$ cat config.mk
export PLATFORM = sky130hd
export DESIGN_NAME = mole_round_ctrl
export DESIGN_NICKNAME = d
export VERILOG_FILES = /design/src/rtl/mole_round_ctrl.sv
export SDC_FILE = /design/constraint.sdc
export NUM_CORES = 1
export LEC_CHECK = 0
export BUFFER_PORTS_ARGS = -buffer_cell sky130_fd_sc_hd__buf_2
export CAP_MARGIN = 20
export CORE_MARGIN = 2
export CORE_UTILIZATION = 28
export CTS_BUF_LIST = sky130_fd_sc_hd__clkbuf_2 sky130_fd_sc_hd__clkbuf_4 sky130_fd_sc_hd__clkbuf_8
export DETAILED_ROUTE_END_ITERATION = 12
export GPL_ROUTABILITY_DRIVEN = 0
export SYNTH_ARGS = -nofsm -noshare
export SYNTH_HDL_FRONTEND = slang
export SYNTH_SLANG_ARGS = --single-unit
$ cat constraint.sdc
create_clock -name i_clk -period 3.8 [get_ports i_clk]
set_input_delay 0.38 -clock i_clk [delete_from_list [all_inputs] [get_ports i_clk]]
set_output_delay 0.38 -clock i_clk [all_outputs]
set_load 0.01 [all_outputs]
$ cat src/rtl/mole_round_ctrl.sv
// mole_round_ctrl: round scheduler for the mole-buster game.
// Sequences IDLE -> COUNTDOWN -> PLAY -> OVER, paces spawn requests,
// raises the level as hits accumulate and keeps score/misses.
// Optional pause support is compiled in when the macro PAUSE_EN is defined.
module mole_round_ctrl #(
  parameter int CW              = 16,
  parameter int COUNTDOWN_TICKS = 3,
  parameter int ROUND_TICKS     = 600,
  parameter int SPAWN_INIT      = 40,
  parameter int SPAWN_MIN       = 8,
  parameter int SPAWN_STEP      = 4,
  parameter int STAY_INIT       = 50,
  parameter int STAY_MIN        = 10,
  parameter int STAY_STEP       = 5,
  parameter int HITS_PER_LEVEL  = 5
) (
  input  logic          i_clk,
  input  logic          i_rst,
  input  logic          i_tick,
  input  logic          i_game_mode,
  input  logic          i_start,
  input  logic          i_hit,
  input  logic          i_miss,
`ifdef PAUSE_EN
  input  logic          i_pause,
  output logic          o_paused,
`endif
  output logic [1:0]    o_state,
  output logic          o_play_en,
  output logic          o_spawn_req,
  output logic [CW-1:0] o_stay_ticks,
  output logic [2:0]    o_level,
  output logic [7:0]    o_score,
  output logic [7:0]    o_misses,
  output logic [CW-1:0] o_time_left,
  output logic          o_game_over
);

  localparam logic [2:0] ST_IDLE   = 3'd0;
  localparam logic [2:0] ST_CD     = 3'd1;
  localparam logic [2:0] ST_PLAY   = 3'd2;
  localparam logic [2:0] ST_OVER   = 3'd3;
`ifdef PAUSE_EN
  localparam logic [2:0] ST_PAUSED = 3'd4;
`endif

  localparam logic [CW-1:0] L_ONE        = CW'(1);
  localparam logic [CW-1:0] L_CD_INIT    = CW'(COUNTDOWN_TICKS);
  localparam logic [CW-1:0] L_ROUND      = CW'(ROUND_TICKS);
  localparam logic [CW-1:0] L_SPAWN_INIT = CW'(SPAWN_INIT);
  localparam logic [CW-1:0] L_SPAWN_MIN  = CW'(SPAWN_MIN);
  localparam logic [CW-1:0] L_SPAWN_STEP = CW'(SPAWN_STEP);
  localparam logic [CW-1:0] L_STAY_INIT  = CW'(STAY_INIT);
  localparam logic [CW-1:0] L_STAY_MIN   = CW'(STAY_MIN);
  localparam logic [CW-1:0] L_STAY_STEP  = CW'(STAY_STEP);
  localparam logic [7:0]    L_HIT_LAST   = 8'(HITS_PER_LEVEL - 1);
  localparam logic [2:0]    L_LEVEL_MAX  = 3'd7;

  // Floored decrement; the compare is done one bit wider so floor+step cannot wrap.
  function automatic logic [CW-1:0] sat_dec(input logic [CW-1:0] value,
                                            input logic [CW-1:0] step,
                                            input logic [CW-1:0] floor_v);
    logic [CW:0] limit;
    limit = {1'b0, floor_v} + {1'b0, step};
    if ({1'b0, value} >= limit) begin
      sat_dec = value - step;
    end else begin
      sat_dec = floor_v;
    end
  endfunction

  // Increment that sticks at 255.
  function automatic logic [7:0] sat_inc8(input logic [7:0] value);
    if (value == 8'hFF) begin
      sat_inc8 = 8'hFF;
    end else begin
      sat_inc8 = value + 8'd1;
    end
  endfunction

  logic [2:0]    r_state;
  logic [1:0]    r_state_o;
  logic          r_play_en;
  logic          r_game_over;
  logic          r_spawn_req;
  logic          r_start_d;
  logic [CW-1:0] r_cnt;
  logic [CW-1:0] r_time_left;
  logic [CW-1:0] r_spawn_cnt;
  logic [CW-1:0] r_period;
  logic [CW-1:0] r_stay;
  logic [2:0]    r_level;
  logic [7:0]    r_score;
  logic [7:0]    r_misses;
  logic [7:0]    r_hit_cnt;

  logic [2:0]    w_state_nxt;
  logic [1:0]    w_state_out;
  logic          w_start_rise;
  logic          w_enter_cd;
  logic          w_enter_play;
  logic          w_play_stay;
  logic          w_play_end;

`ifdef PAUSE_EN
  logic          r_pause_d;
  logic          r_paused;
  logic          w_pause_rise;
  assign w_pause_rise = i_pause & ~r_pause_d;
  // PAUSED is reported on the COUNTDOWN code; o_paused tells them apart.
  assign w_state_out  = (w_state_nxt == ST_PAUSED) ? 2'd1 : w_state_nxt[1:0];
  assign o_paused     = r_paused;
`else
  assign w_state_out  = w_state_nxt[1:0];
`endif

  // A held start must not restart a finished round, so OVER waits for an edge.
  assign w_start_rise = i_start & ~r_start_d;
  assign w_enter_cd   = ((r_state == ST_IDLE) || (r_state == ST_OVER)) && (w_state_nxt == ST_CD);
  assign w_enter_play = (r_state == ST_CD) && (w_state_nxt == ST_PLAY);
  assign w_play_stay  = (r_state == ST_PLAY) && (w_state_nxt == ST_PLAY);
  assign w_play_end   = (r_state == ST_PLAY) && (w_state_nxt == ST_OVER);

  // Next-state selection; game_mode low forces IDLE from anywhere.
  always_comb begin
    w_state_nxt = r_state;
    if (!i_game_mode) begin
      w_state_nxt = ST_IDLE;
    end else begin
      case (r_state)
        ST_IDLE: begin
          if (i_start) w_state_nxt = ST_CD;
          else         w_state_nxt = ST_IDLE;
        end
        ST_CD: begin
          if (i_tick && (r_cnt == L_ONE)) w_state_nxt = ST_PLAY;
          else                            w_state_nxt = ST_CD;
        end
        ST_PLAY: begin
`ifdef PAUSE_EN
          if (w_pause_rise)                          w_state_nxt = ST_PAUSED;
          else if (i_tick && (r_time_left == L_ONE)) w_state_nxt = ST_OVER;
          else                                       w_state_nxt = ST_PLAY;
`else
          if (i_tick && (r_time_left == L_ONE)) w_state_nxt = ST_OVER;
          else                                  w_state_nxt = ST_PLAY;
`endif
        end
        ST_OVER: begin
          if (w_start_rise) w_state_nxt = ST_CD;
          else              w_state_nxt = ST_OVER;
        end
`ifdef PAUSE_EN
        ST_PAUSED: begin
          if (w_pause_rise) w_state_nxt = ST_PLAY;
          else              w_state_nxt = ST_PAUSED;
        end
`endif
        default: w_state_nxt = ST_IDLE;
      endcase
    end
  end

  // State register plus the registered state-derived outputs.
  always_ff @(posedge i_clk or posedge i_rst) begin
    if (i_rst) begin
      r_state     <= ST_IDLE;
      r_state_o   <= 2'd0;
      r_play_en   <= 1'b0;
      r_game_over <= 1'b0;
      r_start_d   <= 1'b0;
    end else begin
      r_state     <= w_state_nxt;
      r_state_o   <= w_state_out;
      r_play_en   <= (w_state_nxt == ST_PLAY);
      r_game_over <= (w_state_nxt == ST_OVER);
      r_start_d   <= i_start;
    end
  end

`ifdef PAUSE_EN
  // Pause edge detector and registered paused flag.
  always_ff @(posedge i_clk or posedge i_rst) begin
    if (i_rst) begin
      r_pause_d <= 1'b0;
      r_paused  <= 1'b0;
    end else begin
      r_pause_d <= i_pause;
      r_paused  <= (w_state_nxt == ST_PAUSED);
    end
  end
`endif

  // Countdown, round timer and spawn pacing; all advance on ticks only.
  always_ff @(posedge i_clk or posedge i_rst) begin
    if (i_rst) begin
      r_cnt       <= L_CD_INIT;
      r_time_left <= L_ROUND;
      r_spawn_cnt <= L_ONE;
      r_spawn_req <= 1'b0;
    end else if (!i_game_mode) begin
      r_cnt       <= L_CD_INIT;
      r_time_left <= L_ROUND;
      r_spawn_cnt <= L_ONE;
      r_spawn_req <= 1'b0;
    end else begin
      r_spawn_req <= 1'b0;
      if (w_enter_cd) begin
        r_cnt <= L_CD_INIT;
      end else if (w_enter_play) begin
        // Spawn counter of 1 makes the first PLAY tick spawn a mole.
        r_time_left <= L_ROUND;
        r_spawn_cnt <= L_ONE;
      end else if ((r_state == ST_CD) && i_tick) begin
        r_cnt <= r_cnt - L_ONE;
      end else if (w_play_end) begin
        // Last tick of the round never spawns.
        r_time_left <= r_time_left - L_ONE;
      end else if (w_play_stay && i_tick) begin
        r_time_left <= r_time_left - L_ONE;
        if (r_spawn_cnt <= L_ONE) begin
          r_spawn_req <= 1'b1;
          r_spawn_cnt <= r_period;
        end else begin
          r_spawn_cnt <= r_spawn_cnt - L_ONE;
        end
      end else begin
        r_cnt <= r_cnt;
      end
    end
  end

  // Score, misses and difficulty; hits/misses count only while staying in PLAY.
  always_ff @(posedge i_clk or posedge i_rst) begin
    if (i_rst) begin
      r_score   <= 8'd0;
      r_misses  <= 8'd0;
      r_level   <= 3'd0;
      r_hit_cnt <= 8'd0;
      r_stay    <= L_STAY_INIT;
      r_period  <= L_SPAWN_INIT;
    end else if (!i_game_mode || w_enter_cd) begin
      r_score   <= 8'd0;
      r_misses  <= 8'd0;
      r_level   <= 3'd0;
      r_hit_cnt <= 8'd0;
      r_stay    <= L_STAY_INIT;
      r_period  <= L_SPAWN_INIT;
    end else if (w_play_stay) begin
      if (i_miss) begin
        r_misses <= sat_inc8(r_misses);
      end
      if (i_hit) begin
        r_score <= sat_inc8(r_score);
        if (r_hit_cnt >= L_HIT_LAST) begin
          r_hit_cnt <= 8'd0;
          if (r_level != L_LEVEL_MAX) begin
            // New period is picked up at the next spawn reload.
            r_level  <= r_level + 3'd1;
            r_period <= sat_dec(r_period, L_SPAWN_STEP, L_SPAWN_MIN);
            r_stay   <= sat_dec(r_stay, L_STAY_STEP, L_STAY_MIN);
          end
        end else begin
          r_hit_cnt <= r_hit_cnt + 8'd1;
        end
      end
    end else begin
      r_score <= r_score;
    end
  end

  assign o_state      = r_state_o;
  assign o_play_en    = r_play_en;
  assign o_spawn_req  = r_spawn_req;
  assign o_stay_ticks = r_stay;
  assign o_level      = r_level;
  assign o_score      = r_score;
  assign o_misses     = r_misses;
  assign o_time_left  = r_time_left;
  assign o_game_over  = r_game_over;

endmodule

# Word-level counts from Yosys, hierarchy flattened

Index checks and enable logic that the tools add are counted.

Logic and storage cells: 130
Bits of input ports: 7
Output and inout bits: 56
Flip-flop bits (word level): 116

Reduce and logical (&&, ||, !) cells: 23
Bitwise operators: 2
Add/sub/neg operators: 9
Muxes and demuxes: 59
Order comparisons: 4
Equal/unequal tests: 18

Operator list:

| kind                    | number |
|---|---|
| $mux W16                | 29 |
| $mux W8                 | 12 |
| $sub A16 B1 Y16 const B | 3 |
| $eq A16 B1 Y1 const B   | 2 |
| $ge A16 B4 Y1 const B   | 2 |
| $sub A16 B3 Y16 const B | 2 |
| $add A8 B1 Y8 const B   | 3 |
| $mux W3                 | 6 |
| $eq A8 B8 Y1 const B    | 2 |
| $le A16 B1 Y1 const B   | 1 |
| $eq A3 B2 Y1 const B    | 4 |
| $ne A3 B3 Y1 const B    | 4 |
| $pmux W3 S4             | 1 |
| $reduce_bool A2 Y1      | 5 |
| $mux W1                 | 9 |
| $ge A8 B3 Y1 const B    | 1 |
| $logic_and A1 B1 Y1     | 8 |
| $reduce_and A4 Y1       | 2 |
| $eq A3 B1 Y1 const B    | 2 |
| $ne A3 B1 Y1 const B    | 2 |
| $reduce_and A2 Y1       | 3 |
| $mux W2                 | 2 |
| $ne A4 B1 Y1 const B    | 1 |
| $add A3 B1 Y3 const B   | 1 |
| other kinds (7)         | 8 |

# Logic depth before layout (Yosys ltp)

Gate-level depths: netlist of the first run.

Depth after elaboration: 14
Gate-level depth with buffers: 11
Depth with buffers taken out: 8

# Worst setup path after synthesis of the first run

Ideal clock, no wire load.

Path kind: reg2reg
Start: reg r_cnt[4]
End: reg r_stay[11] (netlist: o_stay_ticks[11])
Arrival: 2.747 ns
Cell stages (with the launch flop): 8
Clock period less this slack: 2.829 ns
Required time: 3.718 ns
Buffers on the path: 1
Setup time: 0.082 ns
Setup slack: 0.971 ns
Path through: dfrtp_1 -> or4_4 -> or4_4 -> a211o_1 -> or3_1 -> buf_2 -> or3_1 -> a31oi_1

Word-level cells in the longest chain between the ends: 10
Elaborated cells between the ends (all ways): 16
Classes of those cells: eq/ne: 3; mux: 4; reduce/logical: 9

Ends and longest elaborated chain:

| element                      | RTL line | text |
|---|---|---|
| start, declared              | 87       | `logic [CW-1:0] r_cnt;` |
| start signal, assigned       | 215      | `r_cnt <= r_cnt - L_ONE;` |
| start signal, assigned       | 228      | `r_cnt <= r_cnt;` |
| $eq A16 B1 Y1 (*)            | 136      | `if (i_tick && (r_cnt == L_ONE)) w_state_nxt = ST_PLAY;` |
| $logic_and A1 B1 Y1 (*)      | 136      |  |
| $mux W2 (*)                  | 136      |  |
| $pmux W3 S4 (*)              | 130      | `case (r_state)` |
| $mux W3 (*)                  | 127      | `if (!i_game_mode) begin` |
| $eq A3 B1 Y1                 | 119      | `assign w_enter_cd = ((r_state == ST_IDLE) \|\| (r_state == ST_OVER)) && (w_state_nxt == ST_CD);` |
| $logic_and A1 B1 Y1          | 119      |  |
| $logic_or A1 B1 Y1           | 242      | `end else if (!i_game_mode \|\| w_enter_cd) begin` |
| $reduce_bool A2 Y1 (no line) | -        |  |
| $reduce_and A4 Y1 (no line)  | -        |  |
| end signal, assigned         | 261      | `r_stay <= sat_dec(r_stay, L_STAY_STEP, L_STAY_MIN);` |
| end, declared                | 91       | `logic [CW-1:0] r_stay;` |

Every way passes the cells marked *; elsewhere a longest branch is shown, timed or not.
A chain may end at the register's enable or synchronous reset.

# Worst setup path after layout of the first run

Start: reg r_state[0]
End: reg r_period[15]

Word-level cells in the longest chain between the ends: 8
Elaborated cells between the ends (all ways): 18
Classes of those cells: eq/ne: 5; mux: 3; reduce/logical: 10

Ends and longest elaborated chain:

| element                              | RTL line | text |
|---|---|---|
| start, declared                      | 81       | `logic [2:0] r_state;` |
| start signal, assigned               | 173      | `r_state <= w_state_nxt;` |
| $eq A3 B2 Y1 (tied with other cells) | 119, 130 |  |
| $pmux W3 S4                          | 130      |  |
| $mux W3                              | 127      |  |
| $eq A3 B1 Y1                         | 119      |  |
| $logic_and A1 B1 Y1                  | 119      |  |
| $logic_or A1 B1 Y1                   | 242      |  |
| $reduce_bool A2 Y1 (no line)         | -        |  |
| $reduce_and A4 Y1 (no line)          | -        |  |
| end signal, assigned                 | 260      | `r_period <= sat_dec(r_period, L_SPAWN_STEP, L_SPAWN_MIN);` |
| end, declared                        | 90       | `logic [CW-1:0] r_period;` |

Parallel ways exist; a longest one is shown, timed or not.

==> results of run 1 <==
-- report_power, final --
part / internal [mW] / switching, mW
Sequential: 1.28 / 0.105
Clock: 0.280 / 0.437
Combinational: 0.337 / 0.603
Total: 1.89 / 1.15
-- registers in the layout (all words and copies together) (netlist names) --
name	count
o_level	3
o_spawn_req	1
r_state	2
o_misses	8
r_hit_cnt	8
o_game_over	1
r_cnt	16
r_spawn_cnt	16
r_period	14
o_time_left	16
o_stay_ticks	16
o_score	8
r_start_d	1
o_play_en	1
-- routing by layer --
metal	share of wire [%]	routed length, µm
met1	47	7970
met2	46	7800
met3	3.9	664
met4	2.7	448
met5	0.077	13
-- stage by stage --
step                      cell area (µm²)  util [%]  std cells  total power, mW  hold slack (ps)
after floorplan                      6450         -        721             2.08              411
after global placement               7110      31.4       1046             2.35              468
after detailed placement             7110      31.4       1046             2.35              484
after CTS                            7300      32.3       1062             3.07              102
after global routing                 7310      32.3       1063             3.27              115
final                                7310      32.3       1063             3.04             97.8
-- area by class of cell --
type | count | area (µm²)
repair buffers | 77 | 433
clock inverters | 5 | 41.3
well taps | 285 | 357
clock buffers | 11 | 151
inverters | 34 | 130
flip-flops and latches | 111 | 2790
fillers | 2347 | 15300
multi-input cells | 540 | 3400
-- placed cells by master (no fill, tap or decap), types with 13 or more instances in the layout --
| master | n |
|---|---|
| nor3_1 | 39 |
| nand3_1 | 29 |
| or3_1 | 13 |
| and3_1 | 14 |
| nand2_1 | 55 |
| buf_2 | 63 |
| o21ai_0 | 34 |
| inv_1 | 33 |
| nor2_1 | 62 |
| nor4_1 | 21 |
| dfrtp_1 | 99 |
| ha_1 | 21 |
| o2bb2ai_1 | 16 |
| nand4_1 | 20 |
| a21oi_1 | 44 |
| buf_4 | 13 |
-- kinds of logic after synthesis --
group / count (synthesis) / synth area share (%)
flops: 111 / 43.3
simple gates: 308 / 25.4
fa+ha+maj: 21 / 4.07
compound gates: 189 / 20.0
buf+inv: 70 / 4.13
mux: 7 / 1.12
xor+xnor: 15 / 2.04
-- final timing paths --
| check | startpoint | to |
|---|---|---|
| worst max-delay path | r_state[0]$_DFF_PP0_ | r_period[15]$_DFFE_PP0P_ |
| worst min-delay path | i_rst | o_score[3]$_DFFE_PP0P_ |
| worst max register to register | r_state[0]$_DFF_PP0_ | r_period[15]$_DFFE_PP0P_ |
| worst min register to register | r_spawn_cnt[7]$_DFFE_PP0P_ | r_spawn_cnt[7]$_DFFE_PP0P_ |
| max in group asynchronous | i_rst | r_spawn_cnt[2]$_DFFE_PP0P_ |
| min in group i_clk | i_start | r_start_d$_DFF_PP0_ |
-- worst max-delay path: cells and delay by family, from the launching register on --
kind | cells | cell delay, ps
flops | 1 | 420
fa+ha+maj | 1 | 390
buf+inv | 1 | 90
compound gates | 3 | 1080
simple gates | 3 | 1260
==> metrics, run 1 <==
RSZ-0062 raised after global routing=false; Post-Route Setup TNS=0 ps; GRT Max-Usage Layer=met2; post-CTS setup buffers=0; first-pass GRT wire length=28300 µm; Avg WL per Cell=15.9 µm; worst reg-to-reg setup slack=490 ps; HP Class=in -> async; cells after synthesis=around 700; core footprint=22600 µm²; Syn Area/Cell=roughly 9.0 µm²; peak supply drop=252 µV; initial antenna violation count=1; final WL=roughly 17000 µm; Final Skew=10.8 ps; reg2reg path depth=8; P per Cell Area=416 nW/µm²; ys async rst share=100%; synthesized cell area=6450 µm²; Max FO, Critical Path=21; Initial Util=28.5%; Die H=about 160 µm; Worst slew margin=between 40% and 50%; Max-cap violations=0; Area Overhead vs Synth=13.2%; syn nets=749; worst path arrival time=approximately 3600 ps; Nets=roughly 800; htree depth=3; crit end category=register; Ys Warns=0; Inserted Clock Buffers=9; cts hold-fix bufs=0; Resize count post-CTS=0; IO Port Bufs=just over 60; CTS sink count=~110; most frequent cell after synthesis=dfrtp_1; routed vias=about 5700; Req. time, crit path=roughly 4100 ps; top-area cell type share of the netlist area=38.4%; antenna viol nets, final=0; largest net degree at the start of global routing=between 100 and 150; flops & latches, synth=around 110; Synth area leaders=dfrtp_1 38%, dfstp_2 4.9%, ha_1 4.1%, nor2_1 3.6%, a21oi_1 3.4%; crit path cell chain=inv_1, ha_1, nand2_1, a211oi_1, o2111ai_1, or2_2, or4_1, a21oi_1; Vias per Instance=5.37; max incr delay on CP=580 ps; DIE AREA=24300 µm²; Tightest Pin Transition=896 ps; met3 global-route usage=2.56%; Worst path slowest cell=or2_2; Setup-failing EPs final=0; vias in the first global route=5448; row cnt=55; global route overflow=0; maximum clock path buffer count=2; Final Max Slew Viols=0; root buffer cell=clkbuf_8; Die Width=about 160 µm; min cycle time layout=between 3000 and 4000 ps; Final Cycle Share=between 80% and 90%; drt initial violations=approximately 430; Pre-Repair DR Iteration Count=5; number of synthesized flops with an enable pin=0; Yosys cell types=67; Worst Slack Setup Final=490 ps; GRT Total Usage=14.2%; post-synthesis sequential area ratio=between 40 and 50%; Worst-Skew Late Latency=400 ps; # diodes=0; Leakage=approximately 3.2 nW; startpoint types=register; FMAX=302 MHz; largest area contributor in the netlist=dfrtp_1; top post-synthesis cells by count=99 x dfrtp_1, 62 x nor2_1, 55 x nand2_1, 44 x a21oi_1, 39 x nor3_1; Final Hold Fails=0; clock slew at reported path FFs=110 ps; Crit Path Class=reg -> reg; met2 GRT Util=22.0%; run status=finished clean; prevailing post-synth register cell=dfrtp_1; fraction of layout cells with a size suffix above 1=15.9%; I/O Pins=63; met1 Use GR=19.6%; pre-CTS setup slack=491 ps; DRC viols=0; CTS tree=built; DP HPWL=11700 µm
Power figures use the tool's default switching activity.
==> run 2, diff against run 1 <==
--- a/config.mk
+++ b/config.mk
@@ -7,7 +7,7 @@
 export LEC_CHECK = 0
 export BUFFER_PORTS_ARGS = -buffer_cell sky130_fd_sc_hd__buf_2
 export CAP_MARGIN = 20
-export CORE_MARGIN = 2
+export CORE_MARGIN = 4
 export CORE_UTILIZATION = 28
 export CTS_BUF_LIST = sky130_fd_sc_hd__clkbuf_2 sky130_fd_sc_hd__clkbuf_4 sky130_fd_sc_hd__clkbuf_8
 export DETAILED_ROUTE_END_ITERATION = 12
==> run 2 against run 1 <==
Sequential power barely moved. Non-clock buffer count is 1 lower. Clock power is 4.7% lower. Combinational power fell by 1%. Final area decreased by 0.41%. Maximum frequency shrank 1.1%. Final cell count about the same. Largest power group unchanged. Highest routed layer unchanged.
==> metrics, run 2 (synthesized netlist as in run 1, its figures left out) <==
run status=finished clean; crit path cell chain=inv_1, ha_1, nand2_1, a211oi_1, o2111ai_1, or2_2, or4_1, a21oi_1; Post-Route Setup TNS=0 ps (unchanged); HP Class=in -> async; root buffer cell=clkbuf_8; Logic pwr share=31.0% (about the same); DRC viols=0 (unchanged); Final Cycle Share=88.1% (+0.94 points); Req. time, crit path=4110 ps (-20 ps); Die H=160 µm (+2.6%); CP delay by family, top=simple AND/OR/NAND/NOR gates; crit end category=register; max incr delay on CP=590 ps (about the same); commonest non-fill, non-tap cell in the layout=dfrtp_1; P per Cell Area=412 nW/µm² (-1.1%); reg2reg path depth=8 (unchanged); Worst slew margin=45.5% (+5.3 points); htree depth=3 (unchanged); Pint=1.87 mW (-1.6%); Die Width=160 µm (+2.6%); switch share=37.7% (+0.043 points); Resize count post-CTS=0 (unchanged); Area Overhead vs Synth=12.7%; final WL=17100 µm (+1.1%); # diodes=0 (unchanged); antenna viol nets, final=0 (unchanged); Initial Util=28.5% (unchanged); Leakage=3.17 nW (-0.40%); drt initial violations=457 (+6.5%); Final Skew=20.8 ps (+10.0 ps); Crit Path Class=reg -> reg; RSZ-0062 raised after global routing=false; Final Max Slew Viols=0 (unchanged); Vias per Instance=5.40 (+0.43%); Crit Reg-Reg Endpoint=r_period[15]$_DFFE_PP0P_; maximum clock path buffer count=2 (unchanged); peak supply drop=211 µV (-16%); routed vias=5730 (+0.33%); worst reg-to-reg setup slack=450 ps (-40 ps); Final Hold Fails=0 (unchanged); Max FO, Critical Path=21 (unchanged); CTS sink count=111 (unchanged); Nets=800 (-0.12%); startpoint types=register; DIE AREA=25500 µm² (+5.2%); FMAX=299 MHz (-1.1%); IO Port Bufs=62 (unchanged); Tightest Pin Transition=817 ps (-78.8 ps); Worst path slowest cell=or2_2; post-CTS setup buffers=0 (unchanged); fraction of layout cells with a size suffix above 1=15.8% (-0.11 points); min cycle time layout=3350 ps (+35.7 ps); Setup-failing EPs final=0 (unchanged); Reg-to-Reg Start=r_state[0]$_DFF_PP0_; first-pass GRT wire length=28300 µm (+0.12%); DP HPWL=12100 µm (+3.6%); most frequent cells in the layout=99 x dfrtp_1, 62 x nor2_1, 62 x buf_2; clock slew at reported path FFs=110 ps (about the same); Clk network pwr share=22.8% (-0.8 points); Seq pwr share=46.1% (+0.6 points); row cnt=55 (unchanged); global route overflow=0 (unchanged); initial antenna violation count=1 (unchanged); I/O Pins=63 (unchanged); Max-cap violations=0 (unchanged); Layout Cells excl Fill=1062 (-0.094%); dpl cells=1046 (unchanged); cts hold-fix bufs=0 (unchanged); Inserted Clock Buffers=9 (unchanged); GRT Total Usage=13.2% (-1.0 points); largest net degree at the start of global routing=63 (-44%); vias in the first global route=5419 (-0.53%); worst path arrival time=3660 ps (+20 ps); CTS tree=built; Worst Path Buf+Inv=1 (unchanged); Pre-Repair DR Iteration Count=5 (unchanged); net load switching power=1.13 mW (-1.4%); Avg WL per Cell=16.1 µm (+1.2%); Worst-Skew Late Latency=400 ps (about the same); core footprint=22600 µm² (unchanged)
run 2: cell types whose count changed in the layout (fill, tap and decap cells not counted), sizes merged:
cell and delta:
buf -1, clkbuf -1, inv +1
run 2: final cells by class:
| type | instances | area [µm²] |
|---|---|---|
| multi-input cells | 540 | 3400 |
| fillers | 2381 | 15400 |
| well taps | 285 | 357 |
| repair buffers | 76 | 415 |
| inverters | 34 | 130 |
| clock inverters | 6 | 42.5 |
| flip-flops and latches | 111 | 2790 |
| clock buffers | 10 | 138 |
run 2: layer usage:
| metal | vias to the layer above | wire length, µm | track usage, % |
|---|---|---|---|
| li1 | 2802 | - | - |
| met1 | 2814 | 8180 | 18.3 |
| met2 | 93 | 7900 | 20.8 |
| met3 | 19 | 635 | 2.14 |
| met4 | 2 | 339 | 4.85 |
| met5 | - | 20 | 0 |
run 2: stage by stage:
stage | util (%) | hold WS, ps | instance area, µm² | power, mW | setup slack [ps]
floorplan | - | 411 | 6450 | 2.08 | 509
global placement | 31.3 | 469 | 7100 | 2.33 | 522
detailed placement | 31.3 | 476 | 7100 | 2.34 | 473
CTS | 32.1 | 107 | 7280 | 3.03 | 430
global route | 32.1 | 116 | 7280 | 3.20 | 238
finish | 32.1 | 115 | 7280 | 3.00 | 454
run 2: worst max path at each step:
stage	startpoint	endpoint	slack, ps	depth (start not counted)
final	r_state[0]$_DFF_PP0_	r_period[15]$_DFFE_PP0P_	450	8
after floorplan	i_rst	o_game_over$_DFF_PP0_	510	1
after CTS	r_state[0]$_DFF_PP0_	r_period[15]$_DFFE_PP0P_	430	8
after global placement	r_state[0]$_DFF_PP0_	r_period[15]$_DFFE_PP0P_	520	8
after global routing	r_state[0]$_DFF_PP0_	o_time_left[8]$_DFFE_PP0P_	240	8
after detailed placement	r_state[0]$_DFF_PP0_	r_period[15]$_DFFE_PP0P_	470	8
run 2: power by group through the flow:
stage | Clock, mW | Combinational, mW | Sequential [mW]
CTS | 0.714 | 0.937 | 1.38
floorplan | 0 | 0.692 | 1.39
global placement | 0 | 0.933 | 1.40
global route | 0.753 | 1.05 | 1.40
finish | 0.683 | 0.930 | 1.38
detailed placement | 0 | 0.935 | 1.40
==> run 3, diff against run 2 <==
--- a/config.mk
+++ b/config.mk
@@ -5,6 +5,7 @@
 export SDC_FILE = /design/constraint.sdc
 export NUM_CORES = 1
 export LEC_CHECK = 0
+export ABC_AREA = 1
 export BUFFER_PORTS_ARGS = -buffer_cell sky130_fd_sc_hd__buf_2
 export CAP_MARGIN = 20
 export CORE_MARGIN = 4
==> run 3 against run 2 <==
Worst hold slack worse by 57 ps. Final cell count up 23%. Non-clock buffer count down 9. Power down 7.7%. Sequential cell count unchanged. Clock power up 3.8%. Combinational power down 19%. Largest cell class unchanged. First-iteration DRC count down 5.0%. Die area up 5.3%. Synthesized cell count up 29%. Register-to-register slack better by 350 ps.
==> metrics, run 3 <==
run status=finished clean; worst reg-to-reg setup slack=810 ps (+350 ps); peak supply drop=190 µV (-10%); crit path cell chain=ha_1, nand2_1, inv_1, nand2_1, nor2_1, nand2_1, nand2_1, nand3_2, nor2_4, nand2_2, nor2_4, nand2_2, nor2_8, nand2_1, nand2_1; number of synthesized flops with an enable pin=0 (unchanged); Ys Warns=0 (unchanged); P per Cell Area=362 nW/µm² (-12%); root buffer cell=clkbuf_8; clock slew at reported path FFs=110 ps (about the same); Die H=164 µm (+2.6%); min cycle time layout=2990 ps (-354 ps); ys async rst share=100% (unchanged); cts hold-fix bufs=0 (unchanged); Nets=1015 (+27%); Initial Util=28.8% (+0.27 points); Placed Area=7450 µm² (+5.0%); most frequent cell after synthesis=nand2_1; drt initial violations=434 (-5.0%); first-pass GRT wire length=27900 µm (-1.5%); top post-synthesis cells by count=249 x nand2_1, 110 x inv_1, 109 x nor2_1, 101 x nand3_1, 99 x dfrtp_1; Post-Route Setup TNS=0 ps (unchanged); # diodes=0 (unchanged); Final Skew=24.6 ps (+3.78 ps); Worst path slowest cell=dfstp_2; Final Max Slew Viols=0 (unchanged); largest area contributor in the netlist=dfrtp_1; Synth area leaders=dfrtp_1 36%, nand2_1 14%, nand3_1 7.4%, inv_1 6.1%, nor2_1 6.0%; antenna viol nets, final=0 (unchanged); IO Port Bufs=62 (unchanged); row cnt=56 (+1.8%); GRT Total Usage=12.7% (-0.48 points); Resize count post-CTS=0 (unchanged); CTS sink count=111 (unchanged); Area Overhead vs Synth=12.0%; Die Width=164 µm (+2.6%); routed vias=5997 (+4.7%); post-CTS setup buffers=0 (unchanged); post-synthesis sequential area ratio=41.0% (-2.3 points); fraction of layout cells with a size suffix above 1=11.9% (-3.9 points); Worst Path Buf+Inv=1 (unchanged); DRC viols=0 (unchanged); core footprint=23700 µm² (+4.6%); Vias per Instance=4.57 (-15%); FILL cells=2597 (+9.1%); CP delay by family, top=simple AND/OR/NAND/NOR gates; Inserted Clock Buffers=9 (unchanged); flops & latches, synth=111 (unchanged); Max FO, Critical Path=40 (+90%); HP Class=in -> async; Syn Area/Cell=7.31 µm² (-18%); Final Cycle Share=78.7% (-9.3 points); I/O Pins=63 (unchanged); syn nets=960 (+28%); startpoint types=register; Reg-to-Reg Start=r_cnt[0]$_DFFE_PP1P_; Pre-Repair DR Iteration Count=4 (-1); htree depth=3 (unchanged); Tightest Pin Transition=875 ps (+57.7 ps); synthesized cell area=6820 µm² (+5.6%); commonest non-fill, non-tap cell in the layout=nand2_1; maximum clock path buffer count=2 (unchanged); global route overflow=0 (unchanged); reg2reg path depth=15 (+7); max incr delay on CP=570 ps (-20 ps); Worst slew margin=41.5% (-4.1 points); Setup-failing EPs final=0 (unchanged); Leakage=4.10 nW (+30%); CTS tree=built; Req. time, crit path=4120 ps (about the same); pre-CTS setup slack=810 ps (+337 ps); largest net degree at the start of global routing=61 (-3.2%); vias in the first global route=5680 (+4.8%); prevailing post-synth register cell=dfrtp_1; crit end category=register; initial antenna violation count=1 (unchanged); Crit Path Class=reg -> reg; Max-cap violations=0 (unchanged); top-area cell type share of the netlist area=36.3% (-2.0 points); FMAX=334 MHz (+12%); final WL=16500 µm (-3.3%); Worst-Skew Late Latency=400 ps (about the same); Min Hold Slack=57.9 ps (-56.8 ps); cell mode on critical path=nand2_1; DP HPWL=11900 µm (-1.8%); Avg WL per Cell=12.6 µm (-22%); DIE AREA=26900 µm² (+5.3%); most frequent cells in the layout=249 x nand2_1, 109 x nor2_1, 109 x inv_1; RSZ-0062 raised after global routing=false; Yosys cell types=33 (-51%); worst path arrival time=3310 ps (-350 ps); Final Cell Area=7630 µm² (+4.9%); Final Hold Fails=0 (unchanged); Worst Slack Setup Final=808 ps (+354 ps); Crit Reg-Reg Endpoint=r_period[13]$_DFFE_PP0P_; cells after synthesis=932 (+29%)
[run 3: changes by cell type after synthesis, moves of 26 or more]
cell	delta
nand2_1	+194
inv_1	+76
nand3_1	+72
nor2_1	+47
a21oi_1	-31
xor2_1	+30
o21ai_0	+26
[run 3: how the worst max path moves through the flow]
| stage | slack, ps | to | cells after the start | start |
|---|---|---|---|---|
| 6_report | 810 | r_period[13]$_DFFE_PP0P_ | 15 | r_cnt[0]$_DFFE_PP1P_ |
| 5_1_grt | 470 | r_period[11]$_DFFE_PP0P_ | 15 | r_cnt[0]$_DFFE_PP1P_ |
| 4_1_cts | 790 | o_stay_ticks[10]$_DFFE_PP0P_ | 15 | r_cnt[0]$_DFFE_PP1P_ |
| 3_5_place_dp | 810 | o_stay_ticks[9]$_DFFE_PP0P_ | 15 | r_cnt[0]$_DFFE_PP1P_ |
| 3_3_place_gp | 900 | o_stay_ticks[10]$_DFFE_PP0P_ | 15 | r_cnt[0]$_DFFE_PP1P_ |
| 2_1_floorplan | 510 | o_game_over$_DFF_PP0_ | 1 | i_rst |
[run 3: area by class of cell]
cell class                      instances  area, µm²  share of cell area (%)
Timing Repair Buffer                   67        360                    4.72
Clock buffer                           10        131                    1.72
Inverter                              111        419                    5.49
Clock inverter                          6       51.3                   0.672
Tap cell                              319        399                    5.23
Multi-Input combinational cell        687       3480                    45.6
Sequential cell                       111       2790                    36.6
[run 3: power breakdown]
part	switching (mW)	internal (mW)	leakage, nW
combinational	0.499	0.252	2.51
sequential	0.0583	1.24	1.50
clock	0.451	0.257	0.0901
[run 3: per-stage QoR]
step,total power [mW],std cells,util (%)
2_1_floorplan,1.91,932,-
4_1_cts,2.80,1311,32.2
3_5_place_dp,2.08,1295,31.5
6_report,2.76,1311,32.2
5_1_grt,2.96,1311,32.2
3_3_place_gp,2.07,1295,31.5
[run 3: metal layers]
metal	wire length [µm]	share of wire, %	vias to the layer above	track usage [%]
li1	-	-	3085	-
met1	7820	47	2805	16.8
met2	7850	48	90	21.2
met3	633	3.8	15	2.46
met4	191	1.2	2	3.70
met5	13	0.079	-	0
[run 3: kinds of logic (layout without fill, tap and decap cells)]
| group | count (synthesis) | after routing | synth area share [%] |
|---|---|---|---|
| adder cells (fa/ha/maj) | 21 | 21 | 3.85 |
| flip-flops | 111 | 111 | 41.0 |
| XOR/XNOR | 51 | 51 | 6.55 |
| AND/OR/NAND/NOR | 529 | 529 | 33.8 |
| AO/OA/AOI/OAI | 86 | 86 | 6.70 |
| buffers and inverters | 134 | 194 | 8.08 |
